--- src/rtl/hc595_pkg.sv ---
// Shared types and constants for the 74HC595 chain controller.
// hc595_period() gives the handshake-to-handshake spacing in i_clk cycles.
package hc595_pkg;

  typedef enum logic [1:0] {
    IDLE,
    SHIFT_LO,
    SHIFT_HI,
    LATCH
  } hc595_state_t;

  localparam int HC595_CHAIN_BITS = 8;
  localparam int HC595_CLK_DIV    = 1;

  function automatic int hc595_period(input int chain_bits, input int clk_div);
    return 2 * chain_bits * clk_div + clk_div + 1;
  endfunction

endpackage

--- src/rtl/hc595_rr_arb.sv ---
// Two-way round-robin arbiter: the pointer picks the winner only under contention
// and flips whenever a contended grant is taken.
module hc595_rr_arb (
  input  logic i_clk,
  input  logic i_rst,
  input  logic valid0,
  input  logic valid1,
  input  logic advance,
  output logic gnt_valid,
  output logic gnt_idx
);

  logic ptr_reg;

  always_comb begin
    gnt_valid = valid0 | valid1;
    gnt_idx   = (valid0 & valid1) ? ptr_reg : valid1;
  end

  always_ff @(posedge i_clk) begin
    if (i_rst) begin
      ptr_reg <= 1'b0;
    end else if (advance & valid0 & valid1) begin
      ptr_reg <= ~ptr_reg;
    end
  end

endmodule

--- src/rtl/hc595_chain_arbiter.sv ---
// Shares one 74HC595 chain between two valid/ready requesters: grants round-robin,
// shifts the word out LSB first on SRCLK/SER, pulses RCLK, then drives OE.
module hc595_chain_arbiter
  import hc595_pkg::*;
#(
  parameter int CHAIN_BITS = HC595_CHAIN_BITS,
  parameter int CLK_DIV    = HC595_CLK_DIV
) (
  input  logic                  i_clk,
  input  logic                  i_rst,
  input  logic                  i_req0_valid,
  input  logic [CHAIN_BITS-1:0] i_req0_data,
  output logic                  o_req0_ready,
  input  logic                  i_req1_valid,
  input  logic [CHAIN_BITS-1:0] i_req1_data,
  output logic                  o_req1_ready,
  input  logic                  i_oe_en,
  output logic                  o_busy,
  output logic                  o_grant,
  output logic                  o_clk,
  output logic                  o_latch,
  output logic                  o_data,
  output logic                  o_oe_
);

  localparam int PW = $clog2(CLK_DIV + 1);
  localparam int BW = $clog2(CHAIN_BITS + 1);
  localparam logic [PW-1:0] PHASE_LAST = PW'(CLK_DIV - 1);
  localparam logic [BW-1:0] BIT_LAST   = BW'(CHAIN_BITS - 1);

  hc595_state_t          state_reg, state_next;
  logic [CHAIN_BITS-1:0] shift_reg, shift_next;
  logic [PW-1:0]         phase_reg, phase_next;
  logic [BW-1:0]         bit_reg, bit_next;
  logic                  grant_reg, grant_next;
  logic                  loaded_reg, loaded_next;
  logic                  oe_n_reg;

  logic [1:0]            valid_vec, ready_vec;
  logic [CHAIN_BITS-1:0] data_vec [2];
  logic                  gnt_valid, gnt_idx;
  logic                  hs, phase_last;

  assign valid_vec   = {i_req1_valid, i_req0_valid};
  assign data_vec[0] = i_req0_data;
  assign data_vec[1] = i_req1_data;

  hc595_rr_arb u_arb (
    .i_clk     (i_clk),
    .i_rst     (i_rst),
    .valid0    (valid_vec[0]),
    .valid1    (valid_vec[1]),
    .advance   (hs),
    .gnt_valid (gnt_valid),
    .gnt_idx   (gnt_idx)
  );

  // Ready is only offered to the requester the arbiter is currently pointing at.
  genvar gi;
  generate
    for (gi = 0; gi < 2; gi++) begin : g_req
      assign ready_vec[gi] = (state_reg == IDLE) & ~i_rst & gnt_valid & (gnt_idx == 1'(gi));
    end
  endgenerate

  assign hs           = |ready_vec;
  assign o_req0_ready = ready_vec[0];
  assign o_req1_ready = ready_vec[1];
  assign phase_last   = (phase_reg == PHASE_LAST);

  always_comb begin
    state_next  = state_reg;
    shift_next  = shift_reg;
    phase_next  = phase_reg;
    bit_next    = bit_reg;
    grant_next  = grant_reg;
    loaded_next = loaded_reg;
    unique case (state_reg)
      IDLE: begin
        phase_next = '0;
        bit_next   = '0;
        if (hs) begin
          shift_next = data_vec[gnt_idx];
          grant_next = gnt_idx;
          state_next = SHIFT_LO;
        end
      end
      SHIFT_LO: begin
        if (phase_last) begin
          phase_next = '0;
          state_next = SHIFT_HI;
        end else begin
          phase_next = phase_reg + 1'b1;
        end
      end
      SHIFT_HI: begin
        // SER only moves after the high half, so it stays stable around the rising edge.
        if (phase_last) begin
          phase_next = '0;
          shift_next = shift_reg >> 1;
          if (bit_reg == BIT_LAST) begin
            state_next = LATCH;
          end else begin
            bit_next   = bit_reg + 1'b1;
            state_next = SHIFT_LO;
          end
        end else begin
          phase_next = phase_reg + 1'b1;
        end
      end
      LATCH: begin
        if (phase_last) begin
          phase_next  = '0;
          loaded_next = 1'b1;
          state_next  = IDLE;
        end else begin
          phase_next = phase_reg + 1'b1;
        end
      end
      default: state_next = IDLE;
    endcase
  end

  always_ff @(posedge i_clk) begin
    if (i_rst) begin
      state_reg  <= IDLE;
      shift_reg  <= '0;
      phase_reg  <= '0;
      bit_reg    <= '0;
      grant_reg  <= 1'b0;
      loaded_reg <= 1'b0;
      oe_n_reg   <= 1'b1;
    end else begin
      state_reg  <= state_next;
      shift_reg  <= shift_next;
      phase_reg  <= phase_next;
      bit_reg    <= bit_next;
      grant_reg  <= grant_next;
      loaded_reg <= loaded_next;
      oe_n_reg   <= ~(i_oe_en & loaded_next);
    end
  end

  assign o_busy  = (state_reg != IDLE);
  assign o_grant = grant_reg;
  assign o_clk   = (state_reg == SHIFT_HI);
  assign o_latch = (state_reg == LATCH);
  assign o_data  = ((state_reg == SHIFT_LO) | (state_reg == SHIFT_HI)) & shift_reg[0];
  assign o_oe_   = oe_n_reg;

endmodule

--- config.mk ---
export PLATFORM = sky130hd
export DESIGN_NAME = hc595_chain_arbiter
export DESIGN_NICKNAME = d
export VERILOG_FILES = /design/src/rtl/hc595_pkg.sv /design/src/rtl/hc595_rr_arb.sv /design/src/rtl/hc595_chain_arbiter.sv
export SDC_FILE = /design/constraint.sdc
export NUM_CORES = 1
export LEC_CHECK = 0
export CAP_MARGIN = 10
export CELL_PAD_IN_SITES_DETAIL_PLACEMENT = 0
export CELL_PAD_IN_SITES_GLOBAL_PLACEMENT = 1
export CORE_ASPECT_RATIO = 0.5
export CORE_MARGIN = 2
export CORE_UTILIZATION = 36
export DETAILED_ROUTE_END_ITERATION = 10
export GPL_ROUTABILITY_DRIVEN = 0
export PLACE_DENSITY = 0.85
export SLEW_MARGIN = 15
export SYNTH_ARGS = -nofsm -noshare
export SYNTH_HDL_FRONTEND = slang
export SYNTH_HIERARCHICAL = 1
export SYNTH_SLANG_ARGS = --single-unit
--- constraint.sdc ---
create_clock -name i_clk -period 2.4 [get_ports i_clk]
set_input_delay 0.6 -clock i_clk [delete_from_list [all_inputs] [get_ports i_clk]]
set_output_delay 0.6 -clock i_clk [all_outputs]
set_load 0.01 [all_outputs]
* Word level (Yosys, flattened, before mapping) *
Cells that the tools add are included.

storage, ports and cells
  output and inout bits = 8
  word-level logic and storage cells = 65
  flip-flop bits (word level) = 19
  input port bits = 21

cells by class
  reduce and logical (&&, ||, !) cells = 9
  muxes and demuxes = 20
  order comparisons = 1
  equality and inequality tests = 9
  add/sub/neg operators = 2
  bitwise logic cells = 16

operators by type and width
  kind                                                 count
  2-to-1 mux 8 bit                                     5
  case mux 8 bit (2 select lines)                      1
  2-to-1 mux 2 bit                                     5
  bitwise AND 1 bit                                    9
  2-to-1 mux 4 bit                                     2
  != test 2 bit, second input constant                 4
  case mux 2 bit (4 select lines)                      1
  case mux 4 bit (2 select lines)                      1
  AND reduction 3 bit                                  2
  adder 4 x 1 -> 4 bit, second input constant          1
  equality test 2 bit, second input constant           2
  equality test 4 x 3 -> 1 bit, second input constant  1
  2-to-1 mux 1 bit                                     4
  inverter 1 bit                                       4
  AND reduction 4 bit                                  1
  nonzero test 2 bit                                   2
  OR reduction 3 bit                                   1
  equality test 2 x 1 -> 1 bit, second input constant  1
  >= comparator 2 bit, second input constant           1
  logical NOT 2 bit                                    1
  != test 2 x 1 -> 1 bit, second input constant        1
  inverter 1 -> 2 bit                                  1
  OR 1 bit                                             2
  case mux 1 bit (2 select lines)                      1
  3 further kinds                                      3

* Logic depth before layout (Yosys ltp) *
Gate-level depths: netlist of run 1.

  depth after elaboration = 8
  gate-level depth with buffers = 7
  mapped depth without buffers = 5

* Modules after synthesis *
Netlist of run 1, hierarchy kept.

by module, submodules not included
  module               sequential area each (sq um)  times used  area each (sq um)  cells an instance
  hc595_chain_arbiter  340.3                         1           909.6              98
  hc595_rr_arb         20.0                          1           68.8               8

* Worst setup path after synthesis of run 1 *
Ideal clock, no wire load.

  kind = input -> output
  from = input i_req1_valid
  to = output o_req1_ready
  stages on the path = 4
  required time = 1.800 ns
  arrival time = 1.408 ns
  path buffers = 1
  slack = 0.392 ns
  cells stage by stage = or2_2 -> and3b_1 -> buf_2 -> and2_1

on the way
  word-level cells in the longest chain between the ends = 3
  elaborated cells on any way between the ends = 5
  classes of those cells = 1 x mux; 4 x bitwise

ends and longest elaborated chain
  what                                                   line                                           text
  from (decl)                                            hc595_chain_arbiter.sv:14                      input logic i_req1_valid,
  OR 1 bit or bitwise AND 1 bit (tied branches)          hc595_rr_arb.sv:16, hc595_rr_arb.sv:17
  bitwise AND 1 bit or 2-to-1 mux 1 bit (tied branches)  hc595_chain_arbiter.sv:62, hc595_rr_arb.sv:17
  bitwise AND 1 bit (*)                                  hc595_chain_arbiter.sv:62                      assign ready_vec[gi] = (state_reg == IDLE) & ~i_rst & gnt_valid & (gnt_idx == 1'(gi));
  to (decl)                                              hc595_chain_arbiter.sv:16                      output logic o_req1_ready,

Every way passes the cells marked *; elsewhere a longest branch is shown, timed or not.

* Final worst setup path of run 1 *
  from = register state_reg[1]
  to = output o_data

on the way
  word-level cells in the longest chain between the ends = 3
  elaborated cells on any way between the ends = 4
  classes of those cells = 2 x eq/ne; 2 x bitwise

ends and longest elaborated chain
  what                                                                 line                        text
  from (decl)                                                          hc595_chain_arbiter.sv:31   hc595_state_t state_reg, state_next;
  from (signal assigned)                                               hc595_chain_arbiter.sv:134  state_reg <= state_next;
  equality test 2 x 1 -> 1 bit or equality test 2 bit (tied branches)  hc595_chain_arbiter.sv:148  assign o_data = ((state_reg == SHIFT_LO) | (state_reg == SHIFT_HI)) & shift_reg[0];
  OR 1 bit (*)                                                         hc595_chain_arbiter.sv:148
  bitwise AND 1 bit (*)                                                hc595_chain_arbiter.sv:148
  to (decl)                                                            hc595_chain_arbiter.sv:22   output logic o_data,

Marks and branches as above.

==> impl_metrics.env, run 1 <==
export IMPL_syn_area_um2=978
export IMPL_finalSetupViolCount=0
export IMPL_row_count=13
export IMPL_ys_flop_type="dfxtp_1"
export IMPL_synth_mux_area_frac=0.178
export IMPL_maxCapViolations=0
export IMPL_drive_above_1_share=0.189
export IMPL_antenna_cells=0
export IMPL_yosys_cell_types_count=32
export IMPL_root_buffer="clkbuf_8"
export IMPL_firstDrtPassIters=4
export IMPL_fin_util=0.541
export IMPL_cp_start_kind="register"
export IMPL_drc=0
export IMPL_grt_pass1_vias=828
export IMPL_synth_top_family_by_area="simple AND/OR/NAND/NOR gates"
export IMPL_syn_inst=106
export IMPL_largest_reg_flops=8
export IMPL_peakVddDrop_mv=0.269
export IMPL_die_area_mm2=0.00318
export IMPL_grt_pass1_wl_um=3670
export IMPL_worst_pin_slew_ps=376
export IMPL_drt_total_wl_um=2190
export IMPL_synth_edf_count=0
export IMPL_tns_ps=0
export IMPL_wl_per_cell_um=12.2
export IMPL_final_cell_mix="clkdlybuf4s50_1, dfxtp_1, nand2_1"
export IMPL_synth_simple_area_share=0.192
export IMPL_critical_path_top_delay_family="buffers and inverters"
export IMPL_grt_usage=0.154
export IMPL_min_from="o_grant$_SDFFE_PP0P_"
export IMPL_cts_tree="yes"
export IMPL_startpoint="state_reg[1]$_SDFFE_PP0P_"
export IMPL_max_freq_mhz=444
export IMPL_nNetsFinal=169
export IMPL_ys_seq_area_frac=0.368
export IMPL_clock_path_buffers=2
export IMPL_drt_iter0_drc=19
export IMPL_crit_chain="inv_1, ha_1, and2_1, clkdlybuf4s50_1"
export IMPL_cts_setup_buffers=0
export IMPL_via_count=886
export IMPL_worstPathRequired_ps=1800
export IMPL_cp_slowest_cell="clkdlybuf4s50_1"
export IMPL_fin_area_mm2=0.00140
export IMPL_synth_seq_cells=18
export IMPL_fin_crit_ps=2250
export IMPL_r2r_start="state_reg[0]$_SDFFE_PP0P_"
export IMPL_slew_headroom=0.743
export IMPL_powerDensity_mw_per_mm2=565
export IMPL_finClkSkew_ps=0.835
export IMPL_hpwlAfterDp_um=1670
export IMPL_start_util=0.378
export IMPL_crit_path_max_incr_delay_ps=540
export IMPL_ant_nets=0
export IMPL_portBuffers=28
export IMPL_synthArstFlopShare=0
export IMPL_timing_final_crit_share=0.939
export IMPL_arrival_ps=1650
export IMPL_fp_dieW_um=77.7
export IMPL_yosys_warnings=6
export IMPL_clkTransAtPathRegs_ps=70
export IMPL_final_common_cell="clkdlybuf4s50_1"
export IMPL_critPathMaxFanout=5
export IMPL_cp_end_kind="output pin"
export IMPL_synth_compound_area_frac=0.153
export IMPL_status="finished, final reports clean"
export IMPL_htreeDepth=1
export IMPL_rsz0062_at_grt="false"
export IMPL_area_growth_pct=43.1
export IMPL_finalMaxSlewViolations=0
export IMPL_grt_max_degree=13
export IMPL_overflow=0
export IMPL_clock_latency_ps=250
export IMPL_core_area_mm2=0.00259
export IMPL_finalHoldViolCount=0
export IMPL_cts_hold_buf=0
export IMPL_p_leak_uw=0.000584
export IMPL_ios=29
export IMPL_cts_inserted_buffers=3
export IMPL_viasPerCell=4.92
export IMPL_placed_area_mm2=0.00135
export IMPL_yosys_area_share_adder=0.0512
export IMPL_avgSynthCellArea_um2=9.23
export IMPL_min_path_type="reg2reg"
export IMPL_die_height_um=40.9
export IMPL_syn_nets=131
export IMPL_antenna_found_initial=0
export IMPL_cts_num_sinks=18
export IMPL_crit_buf_inv=2
export IMPL_crit_type="reg2out"
export IMPL_synth_xor_area_frac=0
## worst paths after layout
kind / end / slack, ps / depth (start not counted)
max: o_data / 150 / 4
min: o_grant$_SDFFE_PP0P_ / 460 / 2
max reg2reg: shift_reg[5]$_SDFFE_PP0P_ / 760 / 7
min reg2reg: o_grant$_SDFFE_PP0P_ / 460 / 2
## cell usage after synthesis, types with 4 or more instances
cell,count,area share
nand3_1,5,0.026
nand2_1,11,0.042
mux2i_1,8,0.082
mux2_2,7,0.081
inv_1,5,0.019
a21oi_1,6,0.031
nor2_1,4,0.015
ha_1,4,0.051
o21ai_0,4,0.020
o32ai_1,7,0.063
dfxtp_1,18,0.37
## repair_timing
| action | in CTS | in global routing |
|---|---|---|
| setup endpoints to repair | 2 | 0 |
| endpoints found under the hold margin | 0 | 0 |
| gates resized for setup | 10 | 0 |
## metal layers
layer  GRT usage  part of all wire  wire length, um
met2       0.272              0.47             1020
met5           0                 0                0
met1       0.187              0.50             1100
met3      0.0463             0.024               53
met4      0.0580            0.0087               19
## worst min-delay path, delay by kind of cell (launching register included)
| family | cells | cell delay, ps |
|---|---|---|
| and+or+nand+nor | 1 | 50 |
| AOI/OAI and AO/OA | 1 | 50 |
| DFF | 1 | 310 |
## per-stage QoR
stage               worst slack (ps)  hold WS, ps  cells  power (uW)
finish                           145          462    180         792
floorplan                        392          441    106         454
global route                    73.0          495    180         837
global placement                -353          449    176         549
CTS                              135          465    180         801
detailed placement              -350          452    176         552
## cell families (layout without fill, tap and decap cells)
| logic type | after synthesis | count (layout) |
|---|---|---|
| mux | 16 | 16 |
| compound gates | 22 | 22 |
| fa+ha+maj | 4 | 4 |
| simple gates | 35 | 35 |
| flops | 18 | 18 |
| buf+inv | 11 | 48 |
## cell type report
class                           count  area [um^2]
Timing Repair Buffer               38          349
Multi-Input combinational cell     77          562
Sequential cell                    18          360
Clock buffer                        4         55.1
Fill cell                         232         1190
Inverter                            6         27.5
Tap cell                           37         46.3
## power by group
part	switching, uW	internal [uW]	leakage (uW)	total [uW]
clock	104	146	0.0000288	250
sequential	12.2	322	0.000147	334
combinational	92.5	115	0.000408	207
No activity file was read; power rests on OpenSTA's default activity.
==> run 2, diff against run 1 <==
- CORE_UTILIZATION: 36 -> 35
- SKIP_CTS_REPAIR_TIMING: not set -> 1
- SYNTH_HIERARCHICAL: 1 -> not set
==> impl_metrics.env, run 2 <==
export IMPL_synthArstFlopShare=0
export IMPL_syn_inst=115
export IMPL_hpwlAfterDp_um=1620
export IMPL_row_count=13
export IMPL_grt_usage=0.155
export IMPL_htreeDepth=1
export IMPL_synth_seq_cells=18
export IMPL_timing_final_crit_share=0.958
export IMPL_grt_max_degree=21
export IMPL_placed_area_mm2=0.00133
export IMPL_crit_type="reg2out"
export IMPL_peakVddDrop_mv=0.287
export IMPL_syn_area_um2=957
export IMPL_cp_start_kind="register"
export IMPL_die_area_mm2=0.00319
export IMPL_worst_pin_slew_ps=388
export IMPL_clock_path_buffers=2
export IMPL_min_path_type="reg2reg"
export IMPL_cts_num_sinks=18
export IMPL_ios=29
export IMPL_antenna_cells=0
export IMPL_clock_latency_ps=250
export IMPL_finClkSkew_ps=2.63
export IMPL_critPathMaxFanout=9
export IMPL_grt_pass1_wl_um=3670
export IMPL_nNetsFinal=178
export IMPL_fin_util=0.535
export IMPL_cts_tree="yes"
export IMPL_ant_nets=0
export IMPL_portBuffers=28
export IMPL_yosys_cell_types_count=31
export IMPL_fp_dieW_um=78.0
export IMPL_rsz0062_at_grt="false"
export IMPL_grt_pass1_vias=830
export IMPL_fin_crit_ps=2300
export IMPL_final_cell_mix="clkdlybuf4s50_1, dfxtp_1, nor3_1"
export IMPL_maxCapViolations=0
export IMPL_yosys_top_cells_area="dfxtp_1, nor3_1, ha_1, o21ai_0, nand2_1"
export IMPL_clkTransAtPathRegs_ps=70
export IMPL_antenna_found_initial=0
export IMPL_ys_seq_area_frac=0.376
export IMPL_via_count=950
export IMPL_finalHoldViolCount=0
export IMPL_max_freq_mhz=435
export IMPL_die_height_um=41.0
export IMPL_wl_per_cell_um=12.1
export IMPL_area_growth_pct=45.4
export IMPL_root_buffer="clkbuf_8"
export IMPL_final_common_cell="clkdlybuf4s50_1"
export IMPL_syn_nets=141
export IMPL_overflow=0
export IMPL_synth_top_area_frac=0.376
export IMPL_whs_path_depth=2
export IMPL_finalMaxSlewViolations=0
export IMPL_finalSetupViolCount=0
export IMPL_ys_flop_type="dfxtp_1"
export IMPL_powerDensity_mw_per_mm2=666
export IMPL_firstDrtPassIters=4
export IMPL_yosys_warnings=0
export IMPL_p_leak_uw=0.000547
export IMPL_fin_area_mm2=0.00139
export IMPL_status="finished, final reports clean"
export IMPL_synth_most_common_cell="dfxtp_1"
export IMPL_viasPerCell=5.05
export IMPL_cts_inserted_buffers=3
export IMPL_cp_end_kind="output pin"
export IMPL_synthTopCellsByCount="dfxtp_1, nor3_1, nand2_1"
export IMPL_drive_above_1_share=0.146
export IMPL_start_util=0.368
export IMPL_drt_total_wl_um=2270
export IMPL_largest_reg_flops=8
export IMPL_slew_headroom=0.740
export IMPL_drt_iter0_drc=52
export IMPL_drc=0
export IMPL_avgSynthCellArea_um2=8.32
export IMPL_arrival_ps=1700
export IMPL_worstPathRequired_ps=1800
export IMPL_synth_top_cell_by_area="dfxtp_1"
export IMPL_core_area_mm2=0.00260
export IMPL_synth_edf_count=0
export IMPL_worstRegToRegCells=7
run 2: cell types whose count changed after synthesis, moves of 5 or more:
| cell | change |
|---|---|
| nor2_1 | +5 |
| mux2_2 | -7 |
| o31ai_1 | +6 |
| o32ai_1 | -7 |
| mux2i_1 | -8 |
| nor3_1 | +13 |
| o21ai_0 | +7 |
run 2: kinds of logic after synthesis:
logic type,share of synthesized area
AND/OR/NAND/NOR,0.278
AO/OA/AOI/OAI,0.229
XOR/XNOR,0.00915
buffers and inverters,0.0418
flip-flops,0.376
adder cells (fa/ha/maj),0.0654
run 2: worst paths after layout:
check	end	slack [ps]	start
setup / recovery	o_busy	100	state_reg[0]$_SDFFE_PP0P_
hold / removal	shift_reg[6]$_SDFFE_PP0P_	450	shift_reg[6]$_SDFFE_PP0P_
setup reg to reg	shift_reg[0]$_SDFFE_PP0P_	540	state_reg[0]$_SDFFE_PP0P_
hold reg to reg	shift_reg[6]$_SDFFE_PP0P_	450	shift_reg[6]$_SDFFE_PP0P_
run 2: cell type report:
type | instances | area (um^2)
fillers | 258 | 1210
multi-input cells | 88 | 562
flip-flops and latches | 18 | 360
repair buffers | 37 | 353
clock buffers | 4 | 55.1
well taps | 37 | 46.3
inverters | 4 | 15.0
run 2: through the flow:
step,setup TNS (ps),std cells,hold WS [ps],power (uW),setup slack [ps]
floorplan,0,115,417,557,675
global placement,-278,184,432,685,-180
detailed placement,-360,184,436,685,-244
CTS,-360,188,453,935,-245
global route,0,188,494,990,1.87
finish,0,188,449,927,101
run 2: power breakdown:
group	internal, uW	switching (uW)
clock network	146	99.2
registers	344	27.9
logic	154	156
run 2: critical path, cell delays in order (launching register included):
cell and delay, ps:
dfxtp_1 370, inv_1 100, ha_1 240, buf_4 170, inv_1 50, clkdlybuf4s50_1 520
run 2: metal layers:
layer | part of all wire | track usage | routed length (um)
met1 | 0.50 | 0.190 | 1140
met2 | 0.46 | 0.282 | 1050
met3 | 0.035 | 0.0463 | 80
met4 | 0 | 0.0395 | 0
met5 | 0 | 0 | 0
==> RTL change, RTL diff (config.mk and constraints of run 2) <==
Set the package constant `HC595_CHAIN_BITS` to 16 (it was 8).
--- a/src/rtl/hc595_pkg.sv
+++ b/src/rtl/hc595_pkg.sv
@@ -9,7 +9,7 @@
     LATCH
   } hc595_state_t;
 
-  localparam int HC595_CHAIN_BITS = 8;
+  localparam int HC595_CHAIN_BITS = 16;
   localparam int HC595_CLK_DIV    = 1;
 
   function automatic int hc595_period(input int chain_bits, input int clk_div);
Interface: changed (resized i_req0_data and i_req1_data); port bits go from 29 to 45. The function was not compared with the original's and may differ.
==> RTL change against run 2 <==
  * Combinational power up 96%
  * Highest routed layer is now met4
  * Area after synthesis up 49%
  * Global-route usage shrank 0.28 points
  * Non-clock buffer count up 22
  * Cell area is 48% higher
  * Largest cell class unchanged
  * Clock skew rose by 0.0081 ns
  * Via count grew 46%
  * Critical endpoint unchanged
  * Fmax rose by 1.7%
  * Synthesized cell count is 51% higher
  * Worst setup slack better by 0.039 ns
  * Power up 62%
  * Sequential cell count is 9 higher
  * Routed wire length increased by 50%
==> RTL change: results (changes against run 2) <==
Pwr
  – Sw Ratio: 0.352 (+0.0460)
  – Seq group: 621 uW (+67%)
  – Peak supply drop: 0.251 mV (-13%)
  – Leakage: 0.000838 uW (+53%)

GRT
  – All-Layer GR Usage: 0.153 (-0.00278)
  – Met3 usage: 0.0340 (-0.0123)

STA
  – Slew margin rel.: 0.711 (-0.0295)
  – Final Skew: 0.0108 ns (+0.00814 ns)

Route
  – WL met2: 1.55 mm (+49%)
  – Vias per std cell: 4.96 (-1.9%)
  – M1 WL: 1.66 mm (+45%)
  – Top Layer Used: met4
  – Initial DRC Count: 36 (-31%)

Logic synthesis
  – Synth Area in Compound Gates: 0.189 (-0.0395)
  – Mapped Cells: 174 (+51%)
  – Post-synthesis sequential area ratio: 0.379 (+0.00214)
  – Top cells by area, synth: dfxtp_1, nor3_1, o41ai_1

Place
  – Placed Cells: 275 (+49%)
  – Placement Setup Slack: -0.224 ns (+0.0202 ns)
  – HPWL after DPL: 2.47 mm (+52%)
  – Post-DP Area: 2000 um^2 (+51%)

Cells and area
  – Share of cells above drive strength 1: 0.129 (-0.0168)

Setup path
  – Flop2flop setup slack: 0.42 ns (-0.12 ns)
  – Critical R2R Capture: shift_reg[2]
  – Crit path DAT: 1.66 ns (-0.04 ns)
  – CP max FO: 7 (-2)

Status
  – Status: completed
-- RTL change: cell count changes after synthesis, moves of 4 or more --
cell	before	now
a311oi_1	0	4
dfxtp_1	18	27
nand2_1	12	20
nor2_1	9	28
nor3_1	14	30
o21ai_0	11	2
o31ai_1	6	1
o41ai_1	0	13
-- RTL change: worst min path at each step --
stage	cells past startpoint	start	slack, ns	end
after global routing	2	shift_reg[3]	0.48	shift_reg[3]
after global placement	2	shift_reg[9]	0.43	shift_reg[9]
after floorplan	2	shift_reg[0]	0.41	shift_reg[0]
after detailed placement	2	shift_reg[11]	0.44	shift_reg[11]
after CTS	2	shift_reg[11]	0.46	shift_reg[11]
final	2	shift_reg[11]	0.46	shift_reg[11]
-- RTL change: metrics by stage --
step,power [uW],utilization
5_1_grt,1610,0.526
3_3_place_gp,1230,0.512
2_1_floorplan,1010,-
6_report,1500,0.526
3_5_place_dp,1240,0.512
4_1_cts,1520,0.524
-- RTL change: worst register-to-register path: stages, from the launching register on --
cell and delay [ns]:
dfxtp_2 0.35, inv_1 0.10, ha_1 0.21, buf_4 0.22
or2_1 0.32, nand3b_4 0.26, o41ai_1 0.43
-- RTL change: cell families (layout without fill, tap and decap cells) --
kind of cell | Yosys count | in the layout
AO/OA/AOI/OAI | 31 | 31
XOR/XNOR | 1 | 1
adder cells (fa/ha/maj) | 6 | 6
buffers and inverters | 19 | 70
flip-flops | 27 | 27
AND/OR/NAND/NOR | 90 | 90
-- RTL change: area by class of cell --
cell class | instances | area (um^2)
sequential | 27 | 543
tap | 54 | 67.6
fill | 397 | 1850
clock inverter | 1 | 7.51
inverter | 7 | 26.3
timing repair buffer | 59 | 583
clock buffer | 3 | 41.3
multi-input combinational | 128 | 785
